File: src/rtl/wb_slv_pkg.sv
// Shared types and constants for the Wishbone register slave.
// Imported by the interface, counter and top.
package wb_slv_pkg;

    typedef enum logic [1:0] {
        IDLE,
        WAIT,
        ACK
    } state_t;

    localparam int CTRL_IDX = 0;
    localparam int EN_BIT   = 7;
    localparam int IE_BIT   = 6;
    localparam int PEND_BIT = 5;

endpackage

File: src/rtl/wb_slave_regs_if.sv
// Wishbone classic bus bundle between master BFM and register slave.
// err_o exists only when WB_SLV_ERR_EN is defined.
interface wb_slave_regs_if #(
    parameter int ADDR_WIDTH = 3,
    parameter int DATA_WIDTH = 8
);

    logic                  cyc_i;
    logic                  stb_i;
    logic                  we_i;
    logic [ADDR_WIDTH-1:0] adr_i;
    logic [DATA_WIDTH-1:0] dat_i;
    logic [DATA_WIDTH-1:0] dat_o;
    logic                  ack_o;
`ifdef WB_SLV_ERR_EN
    logic                  err_o;
`endif

    modport master (
        output cyc_i, stb_i, we_i, adr_i, dat_i,
`ifdef WB_SLV_ERR_EN
        input  err_o,
`endif
        input  dat_o, ack_o
    );

    modport slave (
        input  cyc_i, stb_i, we_i, adr_i, dat_i,
`ifdef WB_SLV_ERR_EN
        output err_o,
`endif
        output dat_o, ack_o
    );

endinterface

File: src/rtl/wb_slv_wait_cnt.sv
// Loadable wait-state down-counter; done is high while the count is zero.
module wb_slv_wait_cnt #(
    parameter int W = 4
) (
    input  logic         clk_i,
    input  logic         rst_i,
    input  logic         load,
    input  logic         dec,
    input  logic [W-1:0] val,
    output logic         done
);

    logic [W-1:0] cnt_q;

    always_ff @(posedge clk_i or negedge rst_i) begin
        if (!rst_i) begin
            cnt_q <= '0;
        end else if (load) begin
            cnt_q <= val;
        end else if (dec && cnt_q != '0) begin
            cnt_q <= cnt_q - 1'b1;
        end
    end

    assign done = (cnt_q == '0);

endmodule

File: src/rtl/wb_slave_regs.sv
// Wishbone classic register slave with wait states and gated interrupt.
// Define WB_SLV_ERR_EN to answer out-of-range accesses with err_o.
module wb_slave_regs
    import wb_slv_pkg::*;
#(
    parameter int ADDR_WIDTH  = 3,
    parameter int DATA_WIDTH  = 8,
    parameter int NUM_REGS    = 4,
    parameter int WAIT_STATES = 0
) (
    input  logic           clk_i,
    input  logic           rst_i,
    wb_slave_regs_if.slave bus,
    input  logic           event_i,
    output logic           irq_o
);

    localparam logic [ADDR_WIDTH:0] NREG =
        (ADDR_WIDTH + 1)'(NUM_REGS);
    localparam logic [3:0] WS_LD =
        4'((WAIT_STATES > 0) ? WAIT_STATES - 1 : 0);
    localparam logic [ADDR_WIDTH-1:0] CTRL_A =
        ADDR_WIDTH'(CTRL_IDX);

    state_t state_q, state_d;

    logic                  req, cnt_load, cnt_dec, cnt_done;
    logic                  go_ack, rd_we, rd_ok, cur_ok;
    logic                  wr_en, wr_ctrl, rd_ctrl;
    logic                  we_q, ack_q, en_q, ie_q, en_d, ie_d;
    logic                  pend_q, irq_q;
    logic [4:0]            low_q;
    logic [ADDR_WIDTH-1:0] adr_q, rd_adr;
    logic [DATA_WIDTH-1:0] wdat_q, rd_val, rdat_q;
    logic [DATA_WIDTH-1:0] regs_q [1:NUM_REGS-1];

    assign req = bus.cyc_i & bus.stb_i;

    wb_slv_wait_cnt #(.W(4)) u_cnt (
        .clk_i (clk_i),
        .rst_i (rst_i),
        .load  (cnt_load),
        .dec   (cnt_dec),
        .val   (WS_LD),
        .done  (cnt_done)
    );

    always_ff @(posedge clk_i or negedge rst_i) begin
        if (!rst_i) begin
            state_q <= IDLE;
            adr_q   <= '0;
            we_q    <= 1'b0;
            wdat_q  <= '0;
        end else begin
            state_q <= state_d;
            if (state_q == IDLE && req) begin
                adr_q  <= bus.adr_i;
                we_q   <= bus.we_i;
                wdat_q <= bus.dat_i;
            end
        end
    end

    always_comb begin
        state_d  = state_q;
        cnt_load = 1'b0;
        cnt_dec  = 1'b0;
        unique case (state_q)
            IDLE: begin
                if (req) begin
                    if (WAIT_STATES > 0) begin
                        cnt_load = 1'b1;
                        state_d  = WAIT;
                    end else begin
                        state_d  = ACK;
                    end
                end
            end
            WAIT: begin
                if (!req)          state_d = IDLE;
                else if (cnt_done) state_d = ACK;
                else               cnt_dec = 1'b1;
            end
            ACK:     state_d = IDLE;
            default: state_d = IDLE;
        endcase
    end

    // Read data is captured on entry to ACK, so IDLE uses the live bus.
    always_comb begin
        rd_adr = (state_q == IDLE) ? bus.adr_i : adr_q;
        rd_we  = (state_q == IDLE) ? bus.we_i  : we_q;
        rd_ok  = {1'b0, rd_adr} < NREG;
        rd_val = '0;
        if (rd_adr == CTRL_A) begin
            rd_val[EN_BIT]   = en_q;
            rd_val[IE_BIT]   = ie_q;
            rd_val[PEND_BIT] = pend_q;
            rd_val[4:0]      = low_q;
        end
        for (int i = 1; i < NUM_REGS; i++) begin
            if (rd_adr == ADDR_WIDTH'(i)) rd_val = regs_q[i];
        end
    end

    always_comb begin
        go_ack  = (state_d == ACK);
        cur_ok  = {1'b0, adr_q} < NREG;
        wr_en   = (state_q == ACK) && we_q && cur_ok;
        wr_ctrl = wr_en && (adr_q == CTRL_A);
        rd_ctrl = (state_q == ACK) && !we_q && (adr_q == CTRL_A);
        en_d    = wr_ctrl ? wdat_q[EN_BIT] : en_q;
        ie_d    = wr_ctrl ? wdat_q[IE_BIT] : ie_q;
    end

    // Gate with the next IE/EN so irq never outlives a cleared IE.
    always_ff @(posedge clk_i or negedge rst_i) begin
        if (!rst_i) begin
            en_q   <= 1'b0;
            ie_q   <= 1'b0;
            low_q  <= '0;
            pend_q <= 1'b0;
            irq_q  <= 1'b0;
            for (int i = 1; i < NUM_REGS; i++) regs_q[i] <= '0;
        end else begin
            en_q   <= en_d;
            ie_q   <= ie_d;
            pend_q <= event_i | (pend_q & ~rd_ctrl);
            irq_q  <= pend_q & ie_d & en_d;
            if (wr_ctrl) low_q <= wdat_q[4:0];
            for (int i = 1; i < NUM_REGS; i++) begin
                if (wr_en && adr_q == ADDR_WIDTH'(i)) regs_q[i] <= wdat_q;
            end
        end
    end

    always_ff @(posedge clk_i or negedge rst_i) begin
        if (!rst_i) begin
            ack_q  <= 1'b0;
            rdat_q <= '0;
        end else begin
`ifdef WB_SLV_ERR_EN
            ack_q  <= go_ack & rd_ok;
`else
            ack_q  <= go_ack;
`endif
            rdat_q <= (go_ack && !rd_we && rd_ok) ? rd_val : '0;
        end
    end

`ifdef WB_SLV_ERR_EN
    logic err_q;

    always_ff @(posedge clk_i or negedge rst_i) begin
        if (!rst_i) err_q <= 1'b0;
        else        err_q <= go_ack & ~rd_ok;
    end

    assign bus.err_o = err_q;
`endif

    assign bus.ack_o = ack_q;
    assign bus.dat_o = rdat_q;
    assign irq_o     = irq_q;

endmodule

File: src/flat_wrapper.sv
// flat-port wrapper written by rule: the top's interface ports become plain ports
module wb_slave_regs_flat import wb_slv_pkg::*;
#(
    parameter int ADDR_WIDTH  = 3,
    parameter int DATA_WIDTH  = 8,
    parameter int NUM_REGS    = 4,
    parameter int WAIT_STATES = 0
)
  (clk_i, rst_i, event_i, irq_o, bus_cyc_i, bus_stb_i, bus_we_i, bus_adr_i, bus_dat_i, bus_dat_o, bus_ack_o);
  wb_slave_regs_if #(.ADDR_WIDTH(ADDR_WIDTH), .DATA_WIDTH(DATA_WIDTH)) bus_i ();
  input  logic clk_i;
  input  logic rst_i;
  input  logic event_i;
  output logic irq_o;
  input wire logic [$bits(bus_i.cyc_i)-1:0] bus_cyc_i;
  input wire logic [$bits(bus_i.stb_i)-1:0] bus_stb_i;
  input wire logic [$bits(bus_i.we_i)-1:0] bus_we_i;
  input wire logic [$bits(bus_i.adr_i)-1:0] bus_adr_i;
  input wire logic [$bits(bus_i.dat_i)-1:0] bus_dat_i;
  output wire logic [$bits(bus_i.dat_o)-1:0] bus_dat_o;
  output wire logic [$bits(bus_i.ack_o)-1:0] bus_ack_o;
  assign bus_i.cyc_i = bus_cyc_i;
  assign bus_i.stb_i = bus_stb_i;
  assign bus_i.we_i = bus_we_i;
  assign bus_i.adr_i = bus_adr_i;
  assign bus_i.dat_i = bus_dat_i;
  assign bus_dat_o = bus_i.dat_o;
  assign bus_ack_o = bus_i.ack_o;
  wb_slave_regs #(.ADDR_WIDTH(ADDR_WIDTH), .DATA_WIDTH(DATA_WIDTH), .NUM_REGS(NUM_REGS), .WAIT_STATES(WAIT_STATES)) u_core (.clk_i(clk_i), .rst_i(rst_i), .bus(bus_i), .event_i(event_i), .irq_o(irq_o));
endmodule
File: config.mk
export PLATFORM = sky130hd
export DESIGN_NAME = wb_slave_regs_flat
export DESIGN_NICKNAME = d
export VERILOG_FILES = /design/src/rtl/wb_slv_pkg.sv /design/src/rtl/wb_slave_regs_if.sv /design/src/rtl/wb_slv_wait_cnt.sv /design/src/rtl/wb_slave_regs.sv /design/src/flat_wrapper.sv
export SDC_FILE = /design/constraint.sdc
export NUM_CORES = 1
export LEC_CHECK = 0
export ABC_AREA = 1
export BUFFER_PORTS_ARGS = -buffer_cell sky130_fd_sc_hd__buf_2
export CAP_MARGIN = 20
export CORE_MARGIN = 5
export CORE_UTILIZATION = 50
export DETAILED_ROUTE_END_ITERATION = 12
export GPL_ROUTABILITY_DRIVEN = 0
export PLACE_DENSITY = 0.72
export SYNTH_ARGS = -nofsm -noshare
export SYNTH_HDL_FRONTEND = slang
export SYNTH_HIERARCHICAL = 1
export SYNTH_SLANG_ARGS = --single-unit
File: constraint.sdc
create_clock -name clk_i -period 1.7 [get_ports clk_i]
set_clock_uncertainty 0.05 [all_clocks]
set_input_delay 0.34 -clock clk_i [delete_from_list [all_inputs] [get_ports clk_i]]
set_output_delay 0.34 -clock clk_i [all_outputs]
set_load 0.02 [all_outputs]
==> metrics, run 1 <==
status=finished clean; largest net degree at the start of global routing=29; commonest cells in the netlist=nand2_1 (72), dfrtp_1 (60), nor2_1 (40); VDD IR max=461 uV; Crit Path Max Fanout=8; Synth Warn #=6; Final setup viols=0; Iter 0 DRT Violations=102; GRT overflow=0; antenna fix cells=0; DIE WIDTH=85.2 um; Sink Count=60; row cnt=27; Final Worst Setup Slack=0.112 ns; required time of the critical path=1.90 ns; post-route ant nets=0; worst hold path class=input port to flip-flop; period utilisation layout=0.934; Mapped Cells=324; Worst-path clk slew=0.06 ns; Port Buffers=26; Power Dens Cells=1180 nW/um^2; CP arrival=1.79 ns; most common cell in the netlist=nand2_1; H-tree Lvls=3; drt via density=4.98; final WL=5790 um; Critical Path Source Type=flip-flop; initial antenna violation count=0; Slowest-stage cell, CP=dfrtp_2; worst path cell trace=nor2_8 -> nand2_1 -> nand2_4 -> nand2_2 -> nor2_4 -> o21ai_1 -> nor2_1; setup slack, reg-to-reg=0.11 ns; sequential standard cell area=1500 sq um; sequential-to-total area share from yosys stat=0.531; post-layout util=0.620; first-pass GRT wire length=10000 um; Nets=399; Root Driver=clkbuf_8; vias in the first global route=2234; max-cap check violation count=0; Hold WS=0.159 ns; share of the synthesized area in the top cell type=0.531; die area=7270 sq um; Initial Util=0.514; CTS buffer count=9; wire per inst=12.7 um; Final HPWL DP=4060 um; Synth Cell Area=2830 sq um; gr usage total=0.172; Synth area leaders=dfrtp_1 (53%), nand2_1 (9.5%), nand4_1 (5.3%), nor2_1 (5.3%), o21ai_0 (4.1%); area of the multi-input gates=1230 sq um; Core ar.=5510 sq um; Distinct cells, synth=33; CTS tree=yes; DRC viols=0; post-place setup slack=-0.0103 ns; critical path type=flip-flop to flip-flop; post-synth top area cell=dfrtp_1; min Tclk post-route=1.59 ns; clock buffer depth=2; ys async rst share=1.00; Crit. End Element=flip-flop; clk_lat worst skew=0.32 ns; via count=2270; Synth Register Bits=60; most used flip-flop cell after synthesis=dfrtp_1; die height=85.2 um; share of layout cells above drive strength 1=0.242; CP max stage delay=0.50 ns; Final Slew Violations=0; 1st-pass router iterations=5; I/O Pins=27; fillcell total=469; Hold Fails Final Rpt=0; Achievable Freq=630 MHz; area grow syn2layout=20.7%; Static Leak=1.73 nW; EDFF count, synth=0; Mapped Avg Cell Area=8.74 sq um
-- path summary, 6_finish.rpt --
path,start,end,cells after the start
setup / recovery,u_core/state_q[1],u_core/bus.dat_o[1],7
hold / removal,event_i,u_core/pend_q,2
min in group asynchronous,rst_i,u_core/irq_o,2
setup reg to reg,u_core/state_q[1],u_core/bus.dat_o[1],7
max in group asynchronous,rst_i,u_core/low_q[1],3
hold reg to reg,u_core/regs_q[16],u_core/regs_q[16],2
-- timing repair --
item	CTS	global route
hold buffers	1	0
endpoints found under the hold margin	13	0
cloned	0	1
buffers inserted	0	2
resized for setup	0	16
pin swaps	0	7
setup endpoints to repair	1	20
-- cell type report --
cell class	count	area share
Tap cell	72	0.0264
Inverter	28	0.0308
Timing Repair Buffer	46	0.0912
Sequential cell	60	0.440
Clock buffer	11	0.0385
Multi-Input combinational cell	236	0.362
Clock inverter	3	0.0117
-- routing by layer --
metal,vias up,track usage,share of wire
li1,1169,-,-
met1,1032,0.225,0.46
met2,58,0.277,0.47
met3,11,0.0359,0.048
met4,0,0.0705,0.016
met5,-,0,0
-- sequential cells by signal, summed over array words and instances, names as in the netlist --
signal and count:
u_core/u_cnt/cnt_q 4, u_core/adr_q 3, u_core/ie_q 1, u_core/wdat_q 8, u_core/irq_o 1, u_core/bus.ack_o 1
u_core/low_q 5, u_core/we_q 1, u_core/regs_q 24, u_core/state_q 2, u_core/pend_q 1, u_core/bus.dat_o 8
u_core/en_q 1
-- where the power goes --
group          switching, mW  total (mW)  leakage (nW)  internal [mW]
Clock                  0.497        1.15        0.0890          0.656
Sequential             0.228        2.04         0.749           1.81
Combinational          0.497       0.835         0.890          0.338
Total                   1.22        4.03          1.73           2.81
-- placed cells by master, fill, tap and decap left out, drive strengths merged --
cell type and count:
a21oi 21, buf 45, bufinv 1, clkbuf 11
clkinv 3, conb 12, dfrtp 60, dlygate4sd3 1
ha 1, inv 27, nand2 83, nand3 6
nand3b 2, nand4 24, nor2 44, nor3 4
nor4 2, o21ai 35, o21bai 1, or2 1
-- critical path: cells and delay by family (launching register included) --
kind | cells | cell delay (ns)
AOI/OAI and AO/OA | 1 | 0.10
DFF | 1 | 0.50
and+or+nand+nor | 6 | 0.87
-- stage by stage --
stage,power [mW],TNS [ns],cell area [sq um],cells
2_1_floorplan,2.59,0,2880,335
3_3_place_gp,2.82,0,3170,438
3_5_place_dp,2.86,-0.0103,3170,438
4_1_cts,4.03,-0.00663,3350,453
5_1_grt,4.31,-0.00638,3420,456
6_report,4.03,0,3420,456
-- cell families (layout without fill, tap and decap cells) --
| logic type | count (synthesis) | in the layout | synth area share |
|---|---|---|---|
| AOI/OAI and AO/OA | 57 | 57 | 0.108 |
| adders and majority gates | 1 | 1 | 0.00442 |
| buffers and inverters | 40 | 88 | 0.0663 |
| DFF | 60 | 60 | 0.531 |
| other | 1 | 12 | 0.00132 |
| and+or+nand+nor | 165 | 166 | 0.289 |
(Power assumes the default switching activity.)
==> inputs of run 2 (changes only) <==
- CORE_UTILIZATION: 50 -> 53
- PLACE_DENSITY: 0.72 -> 0.75
- clock period: 1.7 -> 1.45 ns (I/O delays scaled with it)
==> run 2 against run 1 <==
Against the previous run:
- the run now ends with setup timing left
- design area grew 19%
- utilization increased by 17 points
- worst hold slack worse by 0.037 ns
- critical endpoint unchanged
- critical path type unchanged
- cell count rose by 6.1%
- global-route usage increased by 3.5 points
- first-iteration DRC count grew to 4.0 times the previous value
- sequential power up 25%
==> metrics, run 2 (same netlist as run 1, synthesis figures left out) <==
required time of the critical path=1.68 ns (-0.22 ns); Final HPWL DP=4510 um (+11%); Hold WS=0.122 ns (-0.0367 ns); clk_lat worst skew=0.34 ns (+0.02 ns); die area=6900 sq um (-5.0%); Initial Util=0.551 (+0.0367); Port Buffers=26 (unchanged); post-layout util=0.793 (+0.173); largest net degree at the start of global routing=28 (-3.4%); failing checks=setup timing; wire per inst=17.9 um (+41%); antenna fix cells=0 (unchanged); CTS buffer count=9 (unchanged); Core ar.=5140 sq um (-6.7%); most frequent cells in the layout=dfrtp_1 (57), nand2_1 (48), nor2_1 (28), buf_4 (27), buf_2 (26); Power Dens Cells=1380 nW/um^2 (+17%); fillcell total=300 (-36%); CP arrival=1.85 ns (+0.06 ns); min Tclk post-route=1.62 ns (+0.0345 ns); Static Leak=2.00 nW (+15%); Worst-path clk slew=0.07 ns (about the same); Final Worst Setup Slack=-0.173 ns (-0.284 ns); Root Driver=clkbuf_8; vias in the first global route=2449 (+9.6%); area grow syn2layout=44.0%; Layout Cells excl Fill=484 (+6.1%); final WL=8650 um (+50%); drt via density=5.73 (+15%); H-tree Lvls=3 (unchanged); unrepaired setup endpoints after global routing=true; Critical Path Source Type=flip-flop; gr usage total=0.206 (+0.0345); Crit Path Max Fanout=8 (unchanged); commonest non-fill, non-tap cell in the layout=dfrtp_1; Sink Count=60 (unchanged); row cnt=26 (-3.7%); clock buffer depth=2 (unchanged); Largest Register=u_core/regs_q; status=complete, but fails checks; I/O Pins=27 (unchanged); Final setup viols=42 (+42); DP Cell Count=446 (+1.8%); Achievable Freq=616 MHz (-2.1%); GRT overflow=0 (unchanged); VDD IR max=883 uV (+92%); Hold Fails Final Rpt=0 (unchanged); share of layout cells above drive strength 1=0.447 (+0.205); Final Instance Area=4080 sq um (+19%); DRC viols=0 (unchanged); critical path type=flip-flop to flip-flop; Nets=427 (+7.0%); CTS tree=yes; Largest register FFs=24 (unchanged); Iter 0 DRT Violations=411 (+300%); first-pass GRT wire length=11400 um (+14%); die height=83.1 um (-2.5%); period utilisation layout=1.12 (+0.185); worst hold path class=input port to flip-flop; DIE WIDTH=83.1 um (-2.5%); via count=2772 (+22%); Crit. End Element=flip-flop; initial antenna violation count=0 (unchanged); Placed Area=3300 sq um (+4.3%); Final Slew Violations=0 (unchanged); 1st-pass router iterations=5 (unchanged); post-route ant nets=0 (unchanged); max-cap check violation count=0 (unchanged)
-- run 2: changes by cell type in the layout (fill, tap and decap cells not counted), sizes merged --
cell and delta:
clkinvlp +2, nand3 +1, clkinv +1, nand2 +1, clkbuf +2, buf +23
-- run 2: repair_timing --
item                                    CTS  global route
cloned                                    1             7
endpoints found under the setup margin   35            57
hold endpoints to repair                 10             0
pin swaps                                17            14
gates resized for setup                  20            99
buffers inserted                          8             7
hold buffers                              1             0
-- run 2: final cells by class --
type                    instances  area [sq um]  area share
clock buffers                  10           138      0.0338
clock inverters                 6          63.8      0.0157
inverters                      28           110      0.0270
multi-input cells             238          1520       0.373
flip-flops and latches         60          1510       0.369
well taps                      70          87.6      0.0215
repair buffers                 72           651       0.160
-- run 2: stage by stage --
| step | setup slack, ns | power (mW) | setup TNS, ns |
|---|---|---|---|
| finish | -0.173 | 5.62 | -2.76 |
| global route | -0.269 | 5.87 | -6.12 |
| CTS | -0.0780 | 5.06 | -0.668 |
| detailed placement | -0.133 | 3.47 | -1.47 |
| global placement | -0.0800 | 3.39 | -0.734 |
| floorplan | -0.0502 | 3.06 | -0.337 |
-- run 2: critical path, stage by stage, from the launching register on --
cell and delay, ns:
dfrtp_2 0.48, nor2_8 0.22, nand2_1 0.20, nand2_2 0.21, nand4_1 0.15, nand2_1 0.10, nor2_1 0.05, nor2_1 0.09
-- run 2: power by group --
group | internal [mW] | switching [mW] | total, mW
Clock | 0.836 | 0.692 | 1.53
Sequential | 2.13 | 0.418 | 2.55
Combinational | 0.685 | 0.865 | 1.55
-- run 2: worst paths after layout --
| check | to | startpoint | slack [ns] | depth (start not counted) |
|---|---|---|---|---|
| max in group asynchronous | u_core/regs_q[15] | rst_i | 0.55 | 3 |
| min | u_core/pend_q | event_i | 0.12 | 2 |
| min reg2reg | u_core/regs_q[3] | u_core/regs_q[3] | 0.46 | 2 |
| max | u_core/bus.dat_o[1] | u_core/state_q[0] | -0.17 | 7 |
| max reg2reg | u_core/bus.dat_o[1] | u_core/state_q[0] | -0.17 | 7 |
| min in group asynchronous | u_core/pend_q | rst_i | 0.34 | 2 |
-- run 2: per-layer routing --
| metal | wire length, um | share of wire | track usage |
|---|---|---|---|
| met1 | 3350 | 0.39 | 0.262 |
| met2 | 4170 | 0.48 | 0.326 |
| met3 | 748 | 0.086 | 0.0485 |
| met4 | 384 | 0.044 | 0.110 |
| met5 | 0 | 0 | 0 |
